## config.mk

```make
export PLATFORM = sky130hd
export DESIGN_NAME = tl_link_monitor
export DESIGN_NICKNAME = d
export VERILOG_FILES = /design/src/rtl/tl_mon_pkg.sv /design/src/rtl/tl_chan_stable.sv /design/src/rtl/tl_link_monitor.sv
export SDC_FILE = /design/constraint.sdc
export NUM_CORES = 1
export LEC_CHECK = 0
export CORE_ASPECT_RATIO = 0.7
export CORE_UTILIZATION = 25
export CTS_BUF_LIST = sky130_fd_sc_hd__clkbuf_4 sky130_fd_sc_hd__clkbuf_8
export CTS_CLUSTER_SIZE = 8
export DETAILED_ROUTE_END_ITERATION = 8
export MAX_ROUTING_LAYER = met4
export PLACE_DENSITY_LB_ADDON = 0.2
export SLEW_MARGIN = 20
export SYNTH_ARGS = -nofsm -noshare
export SYNTH_HDL_FRONTEND = slang
export SYNTH_SLANG_ARGS = --single-unit
```

## constraint.sdc

```tcl
create_clock -name clock -period 2.35 [get_ports clock]
set_input_delay 0.3525 -clock clock [delete_from_list [all_inputs] [get_ports clock]]
set_output_delay 0.3525 -clock clock [all_outputs]
set_load 0.02 [all_outputs]
```

## src/rtl/tl_mon_pkg.sv

```systemverilog
// Shared definitions for the TileLink A/D link monitor.
//   err_code_e  : violation codes reported on err_code (0 = no violation)
//   encode_err  : picks the lowest-numbered violation active this cycle
//   timer_width : width of a per-source response timer for a given timeout
package tl_mon_pkg;

    typedef enum logic [3:0] {
        NONE        = 4'd0,
        A_DROP      = 4'd1,
        A_UNSTABLE  = 4'd2,
        D_DROP      = 4'd3,
        D_UNSTABLE  = 4'd4,
        DUP_SOURCE  = 4'd5,
        ORPHAN_RESP = 4'd6,
        TIMEOUT     = 4'd7
    } err_code_e;

    // viol[k] is set when the rule with code k is broken this cycle.
    function automatic err_code_e encode_err(input logic [7:1] viol);
        if      (viol[1]) return A_DROP;
        else if (viol[2]) return A_UNSTABLE;
        else if (viol[3]) return D_DROP;
        else if (viol[4]) return D_UNSTABLE;
        else if (viol[5]) return DUP_SOURCE;
        else if (viol[6]) return ORPHAN_RESP;
        else if (viol[7]) return TIMEOUT;
        else              return NONE;
    endfunction

    // A timeout of 0 disables the timers; keep a legal 1-bit width then.
    function automatic int timer_width(input int timeout);
        return (timeout > 0) ? $clog2(timeout + 1) : 1;
    endfunction

endpackage

```

## src/rtl/tl_chan_stable.sv

```systemverilog
// Valid/ready stability checker for one channel.
//   clock, resetn : clock and asynchronous active-low reset
//   valid, ready  : channel handshake (observed only)
//   payload       : all payload fields of the channel, concatenated
//   drop_err      : valid was stalled last cycle and has now dropped
//   unstable_err  : valid was stalled last cycle and the payload changed
module tl_chan_stable #(
    parameter int W = 8
) (
    input  logic         clock,
    input  logic         resetn,
    input  logic         valid,
    input  logic         ready,
    input  logic [W-1:0] payload,
    output logic         drop_err,
    output logic         unstable_err
);

    logic         stall_q;
    logic [W-1:0] snap_q;

    // NOTE: the snapshot is reset too, so the checker has no history on the
    // first cycle after reset and can never compare against stale data.
    // NOTE: sequential state uses non-blocking assignments so every flop
    // samples the pre-edge value regardless of process ordering.
    always_ff @(posedge clock or negedge resetn) begin
        if (!resetn) begin
            stall_q <= 1'b0;
            snap_q  <= '0;
        end else begin
            stall_q <= valid & ~ready;
            snap_q  <= payload;
        end
    end

    assign drop_err     = stall_q & ~valid;
    assign unstable_err = stall_q & (payload != snap_q);

endmodule

```

## src/rtl/tl_link_monitor.sv

```systemverilog
// TileLink A/D channel protocol monitor.
//   clock, resetn    : clock and asynchronous active-low reset
//   a_* / d_*        : observed A and D channel signals (inputs only)
//   err              : sticky, set the cycle after the first violation
//   err_code         : code of the first violation (see tl_mon_pkg)
//   inflight         : per-source outstanding request bitmap
//   a_count, d_count : saturating counts of A and D fires
module tl_link_monitor #(
    parameter  int ADDR_W   = 32,
    parameter  int DATA_W   = 32,
    parameter  int SOURCE_W = 2,
    parameter  int SIZE_W   = 4,
    parameter  int TIMEOUT  = 255,
    parameter  int CNT_W    = 16,
    localparam int NSRC     = 2 ** SOURCE_W
) (
    input  logic                clock,
    input  logic                resetn,
    input  logic                a_valid,
    input  logic                a_ready,
    input  logic [2:0]          a_opcode,
    input  logic [SIZE_W-1:0]   a_size,
    input  logic [SOURCE_W-1:0] a_source,
    input  logic [ADDR_W-1:0]   a_address,
    input  logic [DATA_W/8-1:0] a_mask,
    input  logic [DATA_W-1:0]   a_data,
    input  logic                d_valid,
    input  logic                d_ready,
    input  logic [2:0]          d_opcode,
    input  logic [SIZE_W-1:0]   d_size,
    input  logic [SOURCE_W-1:0] d_source,
    input  logic [DATA_W-1:0]   d_data,
    input  logic                d_error,
    output logic                err,
    output logic [3:0]          err_code,
    output logic [NSRC-1:0]     inflight,
    output logic [CNT_W-1:0]    a_count,
    output logic [CNT_W-1:0]    d_count
);

    // The parameter TIMEOUT shares its name with an enum literal, so only
    // the needed package items are imported.
    import tl_mon_pkg::err_code_e;
    import tl_mon_pkg::NONE;
    import tl_mon_pkg::encode_err;
    import tl_mon_pkg::timer_width;

    localparam int TW   = timer_width(TIMEOUT);
    localparam int AP_W = 3 + SIZE_W + SOURCE_W + ADDR_W + DATA_W / 8 + DATA_W;
    localparam int DP_W = 3 + SIZE_W + SOURCE_W + DATA_W + 1;

    logic a_fire, d_fire;
    assign a_fire = a_valid & a_ready;
    assign d_fire = d_valid & d_ready;

    // ---------------- channel stability ----------------
    logic a_drop, a_unstable, d_drop, d_unstable;

    tl_chan_stable #(.W(AP_W)) u_a_stable (
        .clock        (clock),
        .resetn       (resetn),
        .valid        (a_valid),
        .ready        (a_ready),
        .payload      ({a_opcode, a_size, a_source, a_address, a_mask, a_data}),
        .drop_err     (a_drop),
        .unstable_err (a_unstable)
    );

    tl_chan_stable #(.W(DP_W)) u_d_stable (
        .clock        (clock),
        .resetn       (resetn),
        .valid        (d_valid),
        .ready        (d_ready),
        .payload      ({d_opcode, d_size, d_source, d_data, d_error}),
        .drop_err     (d_drop),
        .unstable_err (d_unstable)
    );

    // ---------------- per-source tracking ----------------
    logic [NSRC-1:0] inflight_q, inflight_d, launch, retire, timeout_hit;

    for (genvar s = 0; s < NSRC; s++) begin : g_src
        assign launch[s] = a_fire && (a_source == SOURCE_W'(s));
        assign retire[s] = d_fire && (d_source == SOURCE_W'(s));

        if (TIMEOUT > 0) begin : g_timer
            logic [TW-1:0] timer_q;

            // A launch (including a same-cycle retire + relaunch) restarts
            // the count; the timer parks at TIMEOUT once it gets there.
            always_ff @(posedge clock or negedge resetn) begin
                if (!resetn) begin
                    timer_q <= '0;
                end else if (launch[s]) begin
                    timer_q <= '0;
                end else if (inflight_q[s] && timer_q != TW'(TIMEOUT)) begin
                    timer_q <= timer_q + TW'(1);
                end
            end

            assign timeout_hit[s] = inflight_q[s] && (timer_q == TW'(TIMEOUT));
        end else begin : g_no_timer
            assign timeout_hit[s] = 1'b0;
        end
    end

    // Retire first, then launch: a same-source A+D fire leaves the bit set.
    // An orphan retire clears a bit that is already clear, so it is a no-op.
    assign inflight_d = (inflight_q & ~retire) | launch;

    always_ff @(posedge clock or negedge resetn) begin
        if (!resetn) inflight_q <= '0;
        else         inflight_q <= inflight_d;
    end

    assign inflight = inflight_q;

    // ---------------- violation reporting ----------------
    logic       dup_source, orphan_resp;
    logic [7:1] viol;
    err_code_e  cycle_code, code_q;
    logic       err_q;

    // A duplicate launch is forgiven when the same cycle retires that source.
    assign dup_source  = a_fire && inflight_q[a_source] &&
                         !(d_fire && d_source == a_source);
    assign orphan_resp = d_fire && !inflight_q[d_source];

    assign viol = {(|timeout_hit), orphan_resp, dup_source,
                   d_unstable, d_drop, a_unstable, a_drop};
    assign cycle_code = encode_err(viol);

    // Only the first violation is latched; later ones are ignored.
    always_ff @(posedge clock or negedge resetn) begin
        if (!resetn) begin
            err_q  <= 1'b0;
            code_q <= NONE;
        end else if (!err_q && cycle_code != NONE) begin
            err_q  <= 1'b1;
            code_q <= cycle_code;
        end
    end

    assign err      = err_q;
    assign err_code = code_q;

    // ---------------- saturating fire counters ----------------
    always_ff @(posedge clock or negedge resetn) begin
        if (!resetn) begin
            a_count <= '0;
            d_count <= '0;
        end else begin
            if (a_fire && a_count != '1) a_count <= a_count + CNT_W'(1);
            if (d_fire && d_count != '1) d_count <= d_count + CNT_W'(1);
        end
    end

endmodule

```

==> results by group, run 1 <==
Synth
  – Post-synth EDFFs: 0
  – Syn_nets: between 700 and 800
  – Yosys reg bits: 193
  – Yosys cell types: 55
  – Asr flop ratio synth: 100.0%
  – Synth Flop Type: dfrtp_1
  – Synth Warn #: 0
  – Post-synthesis sequential area ratio: roughly three fifths
  – Mean post-synth cell area: around 13 µm²
  – Cell area after synthesis: around 7900 µm²
  – Synth Instances: 625

Timing
  – Min Hold Slack: approximately 320 ps
  – Hold Vio Cnt, Final: 0
  – Slew Viols, Final: 0
  – Final setup fails: 0
  – FMAX: 428.5 MHz
  – Clk_skew: ~12 ps
  – Total negative slack: 0 ps
  – Fin crit share: about 99%
  – Final worst path period need: ~2300 ps
  – RSZ-0062 raised after global routing: yes

Drt
  – WL final: around 19000 µm
  – DRT iter0 DRCs: around 250
  – M1 WL: ~10000 µm
  – Antenna viol nets, final: 0
  – Met3 WL: 795 µm
  – Vias per cell: between 4 and 5
  – DR pass1 iterations: 6
  – DR WL/cell: approximately 14 µm
  – Max layer used: met4
  – Met2 wire length: ~7700 µm
  – DR vias: around 5.2k
  – Number of remaining DRC errors: 0

GRT
  – First-pass GRT wire length: 30170 µm
  – Total track usage: 12.66%
  – Total grt overflow: 0
  – Number of global-route vias before repair: about 5.4k
  – Initial antenna violation count: 0
  – Largest net degree at the start of global routing: between 50 and 60

Clock tree
  – Max Root-Sink Buffers: 2
  – Clock sink count: roughly 190
  – Clock transition at the registers of the reported paths: roughly 100 ps
  – Clk Latency, worst-skew pair: between 400 and 500 ps
  – H-tree depth reported by CTS: 4
  – Root Buffer: clkbuf_8
  – Total CTS buffers: 17
  – CTS tree: yes

Cells and area
  – Area growth, synth to finish: 39.68%
  – Fillers: 3088
  – Register area: 4830 µm²
  – Nets: about 990
  – Layout cells sized above 1: around an eighth
  – Multi-input logic area: just over 3000 µm²

Placed design
  – RD Place Congestion: about 0.74
  – Input/output buffers: about 160
  – Final HPWL DP: 13680 µm

Floorplanning
  – # rows: between 50 and 60
  – Die footprint: 32280 µm²
  – Initial Util: 25.38%
  – Core ar.: between 30000 and 40000 µm²
  – # IOs: 166
  – Die X: approximately 210 µm
  – Die height: 150.6 µm

Worst setup path
  – Worst Setup End Kind: flop
  – CP Launch Type: flop
  – Max FO, Critical Path: 3
  – Worst path arrival time: between 2000 and 3000 ps
  – Worst Setup SP: u_d_stable.snap_q[27]$_DFF_PN0_
  – Setup CP Type: reg2reg
  – Required time of the critical path: approximately 2700 ps
  – Worst reg2reg path startpoint: u_d_stable.snap_q[27]$_DFF_PN0_

Power
  – Leakage: approximately 4.6 nW
  – Worst-case vdd ir drop: about 0.41 mV
  – Pwr dens: between 700 and 800 nW/µm²

Status
  – Status: complete, no violations

Worst hold path
  – Hold path startpoint: a_address[7]
  – Hold crit path type: in2reg

Run
  – Max Cap Violations: 0
[per-layer routing]
metal	GRT usage [%]	up-vias
met4	5.036	0
li1	-	2608
met5	-	-
met2	16.72	115
met3	3.030	18
met1	18.28	2470
[through the flow]
step / util (%) / instances / worst slack (ps) / area [µm²] / power [mW]
2_1_floorplan: - / 625 / 212.0 / 7889 / 5.015
3_3_place_gp: 33.57 / 1255 / -757.7 / 10430 / 5.880
3_5_place_dp: 33.57 / 1255 / -690.1 / 10430 / 5.885
4_1_cts: 35.31 / 1288 / -112.8 / 10970 / 8.434
5_1_grt: 35.44 / 1291 / -153.2 / 11010 / 8.802
6_report: 35.45 / 1293 / 16.21 / 11020 / 8.261
[flip-flops by register name (all words and copies together), names as in the netlist]
signal	cells
u_d_stable.stall_q	1
u_a_stable.snap_q	77
u_a_stable.stall_q	1
d_count	16
g_src.g_timer.timer_q	32
u_d_stable.snap_q	42
a_count	16
err	1
err_code	3
inflight	4
[layout by cell type, fill, tap and decap left out, drive strengths merged, types with 5 or more instances in the layout]
cell / instances
buf: 56
nand4: 32
a21oi: 8
clkinv: 5
clkbuf: 20
nor2: 38
nor3: 5
inv: 17
xnor2: 87
nand2: 30
nand3: 24
nand2b: 7
ha: 6
nor4: 19
dfrtp: 193
xor2: 79
o21ai: 11
clkdlybuf4s50: 163
and3: 13
[what timing repair did]
item                                    4_1_cts  5_1_grt
resized for setup                            15        3
hold endpoints to repair                     50        0
pin swaps                                     8        7
buffers inserted                              0        3
hold buffers                                  1        0
endpoints found under the setup margin        4        8
[critical path: stages (launching register included)]
cell and delay [ps]:
dfrtp_1 390, xor2_1 160, nor4_1 340, nand3_1 180, o41ai_4 440, nand3_1 120
a32o_2 300, a31oi_4 180, o32ai_2 100
[cells in the mapped netlist, drive strengths merged (4+ instances only)]
cell	instances	share of area [%]
nor4	19	1.6
nand4	32	2.5
nand2b	7	0.56
o21ai	11	0.70
dfrtp	193	61
xor2	79	8.8
ha	6	0.95
and4	4	0.44
nand2	30	1.4
or3	4	0.32
xnor2	87	9.8
a21oi	8	0.56
buf	6	0.57
nor2	38	1.8
nand3	24	1.5
nor3	5	0.32
and3	13	1.0
inv	14	0.67
[cells by family after synthesis]
logic type      Yosys count  synth area share, %
flops                   193                61.22
other cells               1              0.04754
simple gates            188                12.64
mux                       7                1.237
compound gates           43                4.092
buf+inv                  21                1.285
fa+ha+maj                 6               0.9516
xor+xnor                166                18.52
[path summary, 6_finish.rpt]
kind | slack [ps] | depth (start not counted) | endpoint
min in group asynchronous | 390 | 2 | u_a_stable.snap_q[19]$_DFF_PN0_
max in group asynchronous | 1230 | 3 | u_a_stable.snap_q[51]$_DFF_PN0_
max | 20 | 8 | err_code[0]$_DFFE_PN0P_
max reg2reg | 20 | 8 | err_code[0]$_DFFE_PN0P_
min reg2reg | 500 | 1 | a_count[5]$_DFFE_PN0P_
min | 320 | 1 | u_a_stable.snap_q[43]$_DFF_PN0_
[where the power goes]
group / switching [mW] / leakage [nW] / internal (mW) / total (mW)
Combinational: 0.767 / 2.02 / 0.922 / 1.69
Clock: 1.23 / 0.224 / 1.20 / 2.44
Sequential: 0.401 / 2.34 / 3.73 / 4.14
[cell type report]
type | count | share of cell area, %
Clock inverter | 13 | 1.658
Clock buffer | 19 | 2.316
Antenna cell | 2 | 0.04542
Multi-Input combinational cell | 411 | 27.84
Inverter | 14 | 0.4769
Tap cell | 420 | 4.769
Timing Repair Buffer | 221 | 19.06
Sequential cell | 193 | 43.83
No activity file was read; power rests on OpenSTA's default activity.
==> run 2: changes to the inputs <==
--- a/config.mk
+++ b/config.mk
@@ -10,6 +10,7 @@
 export CTS_BUF_LIST = sky130_fd_sc_hd__clkbuf_4 sky130_fd_sc_hd__clkbuf_8
 export CTS_CLUSTER_SIZE = 8
 export DETAILED_ROUTE_END_ITERATION = 8
+export GPL_ROUTABILITY_DRIVEN = 0
 export MAX_ROUTING_LAYER = met4
 export PLACE_DENSITY_LB_ADDON = 0.2
 export SLEW_MARGIN = 20
==> constraint.sdc (replaced) <==
create_clock -name clock -period 2.35 [get_ports clock]
set_input_delay 0.235 -clock clock [delete_from_list [all_inputs] [get_ports clock]]
set_output_delay 0.235 -clock clock [all_outputs]
set_load 0.02 [all_outputs]
==> run 2 against run 1 <==
  * Clock skew grew 5.7 ps
  * Die area stayed put
  * Final cell count is 0.85% lower
  * Design area is 0.78% lower
  * Sequential power about the same
  * Non-clock buffer count decreased by 9
  * Via count shrank 0.42%
  * Sequential cell count unchanged
  * Global-route usage fell by 0.26 points
  * Largest cell class unchanged
==> results by group, run 2 (synthesized netlist as in run 1, its figures left out) <==
Status
  – Status: complete, no violations

Timing
  – Worst-Margin Slew: between 400 and 500 ps
  – Slew headroom: approximately two thirds
  – Slew Viols, Final: 0 (unchanged)
  – RSZ-0062 raised after global routing: yes
  – Hold Vio Cnt, Final: 0 (unchanged)
  – Final setup fails: 0 (unchanged)
  – FMAX: 434.4 MHz (+1.4%)
  – Clk_skew: 17.71 ps (+5.719 ps)
  – Final WS setup: 47.99 ps (+31.79 ps)
  – Fin crit share: 97.96% (-1.4 points)
  – Final worst path period need: 2302 ps (-31.79 ps)

Power
  – Logic pwr share: 20.5% (about the same)
  – Worst-case vdd ir drop: 0.4508 mV (+9.6%)
  – Sw frac: 29.62% (+0.55 points)
  – Leakage: 4.519 nW (-1.4%)
  – Flop pwr share: 50.8% (+0.7 points)
  – Pwr dens: 746.1 nW/µm² (-0.48%)
  – Total power: 8.157 mW (-1.3%)
  – Internal Pwr Total: 5.741 mW (-2.0%)
  – P_sw: 2.416 mW (+0.61%)
  – Clock Power Share: 28.7% (-0.8 points)

Clock tree
  – H-tree depth reported by CTS: 4 (unchanged)
  – Clk Latency, worst-skew pair: 490 ps (about the same)
  – Max Root-Sink Buffers: 2 (unchanged)
  – Root Buffer: clkbuf_8
  – Clock transition at the registers of the reported paths: 110 ps (about the same)
  – Clock sink count: 193 (unchanged)
  – Total CTS buffers: 17 (unchanged)
  – CTS tree: yes

GRT
  – Largest net degree at the start of global routing: 60 (+5.3%)
  – Initial antenna violation count: 0 (unchanged)
  – Total track usage: 12.41% (-0.26 points)
  – Number of global-route vias before repair: 5332 (-1.1%)
  – Total grt overflow: 0 (unchanged)
  – First-pass GRT wire length: 29730 µm (-1.5%)

Cells and area
  – Reg with most FFs: u_a_stable.snap_q
  – Nets: 980 (-0.91%)
  – Largest register FFs: 77 (unchanged)
  – Area growth, synth to finish: 38.59%
  – Largest regs: u_a_stable.snap_q x77, u_d_stable.snap_q x42, g_src.g_timer.timer_q x32
  – Ant. Diodes: 0 (-2)
  – Most frequent cells in the layout: dfrtp_1 (193), clkdlybuf4s50_1 (163), xnor2_1 (85), xor2_1 (79), buf_4 (45)
  – Fin cells: 1282 (-0.85%)
  – Commonest non-fill, non-tap cell in the layout: dfrtp_1
  – Layout cells sized above 1: 12.41% (-0.68 points)

Worst setup path
  – CP max-delay cell: o41ai_4
  – Most used cell, CP: nand3_1
  – Required time of the critical path: 2730 ps (about the same)
  – CP Launch Type: flop
  – Max FO, Critical Path: 3 (unchanged)
  – CP max stage delay: 410 ps (-30 ps)
  – Buf/Inv on CP: 0 (unchanged)
  – Crit-path cells: xor2_1 -> nor4_2 -> nand3_1 -> o41ai_4 -> nand3_1 -> a32o_2 -> a31oi_4 -> o32ai_1
  – Worst path arrival time: 2680 ps (-30 ps)
  – Setup CP Type: reg2reg
  – Critical path's top delay family: compound AO/OA/AOI/OAI gates
  – Worst Setup End Kind: flop

Drt
  – WL final: 18190 µm (-2.8%)
  – DRT iter0 DRCs: 212 (-14%)
  – DR pass1 iterations: 5 (-1)
  – Antenna viol nets, final: 0 (unchanged)
  – DR vias: 5189 (-0.42%)
  – DR WL/cell: 14.19 µm (-2.0%)
  – Vias per cell: 4.048 (+0.43%)
  – Number of remaining DRC errors: 0 (unchanged)

Floorplanning
  – Core ar.: 31080 µm² (unchanged)
  – Initial Util: 25.38% (unchanged)
  – Die X: 214.3 µm (unchanged)
  – # IOs: 166 (unchanged)
  – Die height: 150.6 µm (unchanged)
  – # rows: 54 (unchanged)
  – Die footprint: 32280 µm² (unchanged)

Placed design
  – Input/output buffers: 164 (unchanged)
  – Placed Cells: 1248 (-0.56%)
  – Pre-CTS setup slack: -575.8 ps (+114.3 ps)
  – Final HPWL DP: 13460 µm (-1.6%)

Worst hold path
  – Hold crit path type: in2reg

Run
  – Max Cap Violations: 0 (unchanged)
run 2: changes by cell type in the layout (fill, tap and decap cells not counted), sizes merged:
cell,change
buf,-9
bufinv,-1
clkbuf,-1
clkinv,-2
clkinvlp,+1
diode,-2
inv,+3
run 2: timing repair:
item	in CTS	in global routing
endpoints found under the setup margin	4	8
hold buffers	1	0
setup buffers	0	1
hold endpoints to repair	55	0
resized for setup	8	11
pin swaps	7	13
run 2: per-stage QoR:
step	setup TNS (ps)	util, %	hold slack (ps)	cell area (µm²)
after floorplan	0	-	-60.59	7889
after global placement	-2286	33.40	263.2	10380
after detailed placement	-1939	33.40	252.1	10380
after CTS	-273.5	34.94	146.2	10860
after global routing	-418.3	35.18	156.1	10930
final	0	35.18	204.4	10930
run 2: worst reg2reg max path, cell delays in order (launching register included):
cell,delay [ps]
dfrtp_1,390
xor2_1,170
nor4_2,340
nand3_1,180
o41ai_4,410
nand3_1,140
a32o_2,300
a31oi_4,170
o32ai_1,90
run 2: layout make-up:
cell class / instances / area (µm²)
repair buffers: 212 / 2033
clock buffers: 18 / 247.7
clock inverters: 14 / 172.7
multi-input cells: 411 / 3072
well taps: 420 / 525.5
fillers: 3093 / 20150
inverters: 14 / 52.55
flip-flops and latches: 193 / 4830
run 2: worst paths after layout:
kind                                                      from  depth (start not counted)                         endpoint  slack, ps
worst max-delay path            u_d_stable.snap_q[0]$_DFF_PN0_                          8          err_code[0]$_DFFE_PN0P_         50
worst max register to register  u_d_stable.snap_q[0]$_DFF_PN0_                          8          err_code[0]$_DFFE_PN0P_         50
min in group asynchronous                               resetn                          2  u_a_stable.snap_q[10]$_DFF_PN0_        270
max in group asynchronous                               resetn                          3            inflight[0]$_DFF_PN0_       1360
worst min-delay path                              a_address[7]                          1  u_a_stable.snap_q[43]$_DFF_PN0_        200
worst min register to register         d_count[11]$_DFFE_PN0P_                          1          d_count[11]$_DFFE_PN0P_        500
run 2: routing by layer:
metal | global-route usage (%) | vias up | wire length (µm)
met5 | - | - | 0
met4 | 3.071 | 0 | 186
met3 | 4.283 | 10 | 878
met2 | 15.97 | 111 | 7116
met1 | 18.07 | 2482 | 10010
li1 | - | 2586 | -
run 2: power by group through the flow:
stage	clock, mW	combinational [mW]	sequential (mW)
after floorplan	0	0.751	4.26
after global placement	0	1.66	4.21
after detailed placement	0	1.67	4.21
after CTS	2.47	1.69	4.15
after global routing	2.60	1.87	4.22
final	2.34	1.67	4.14
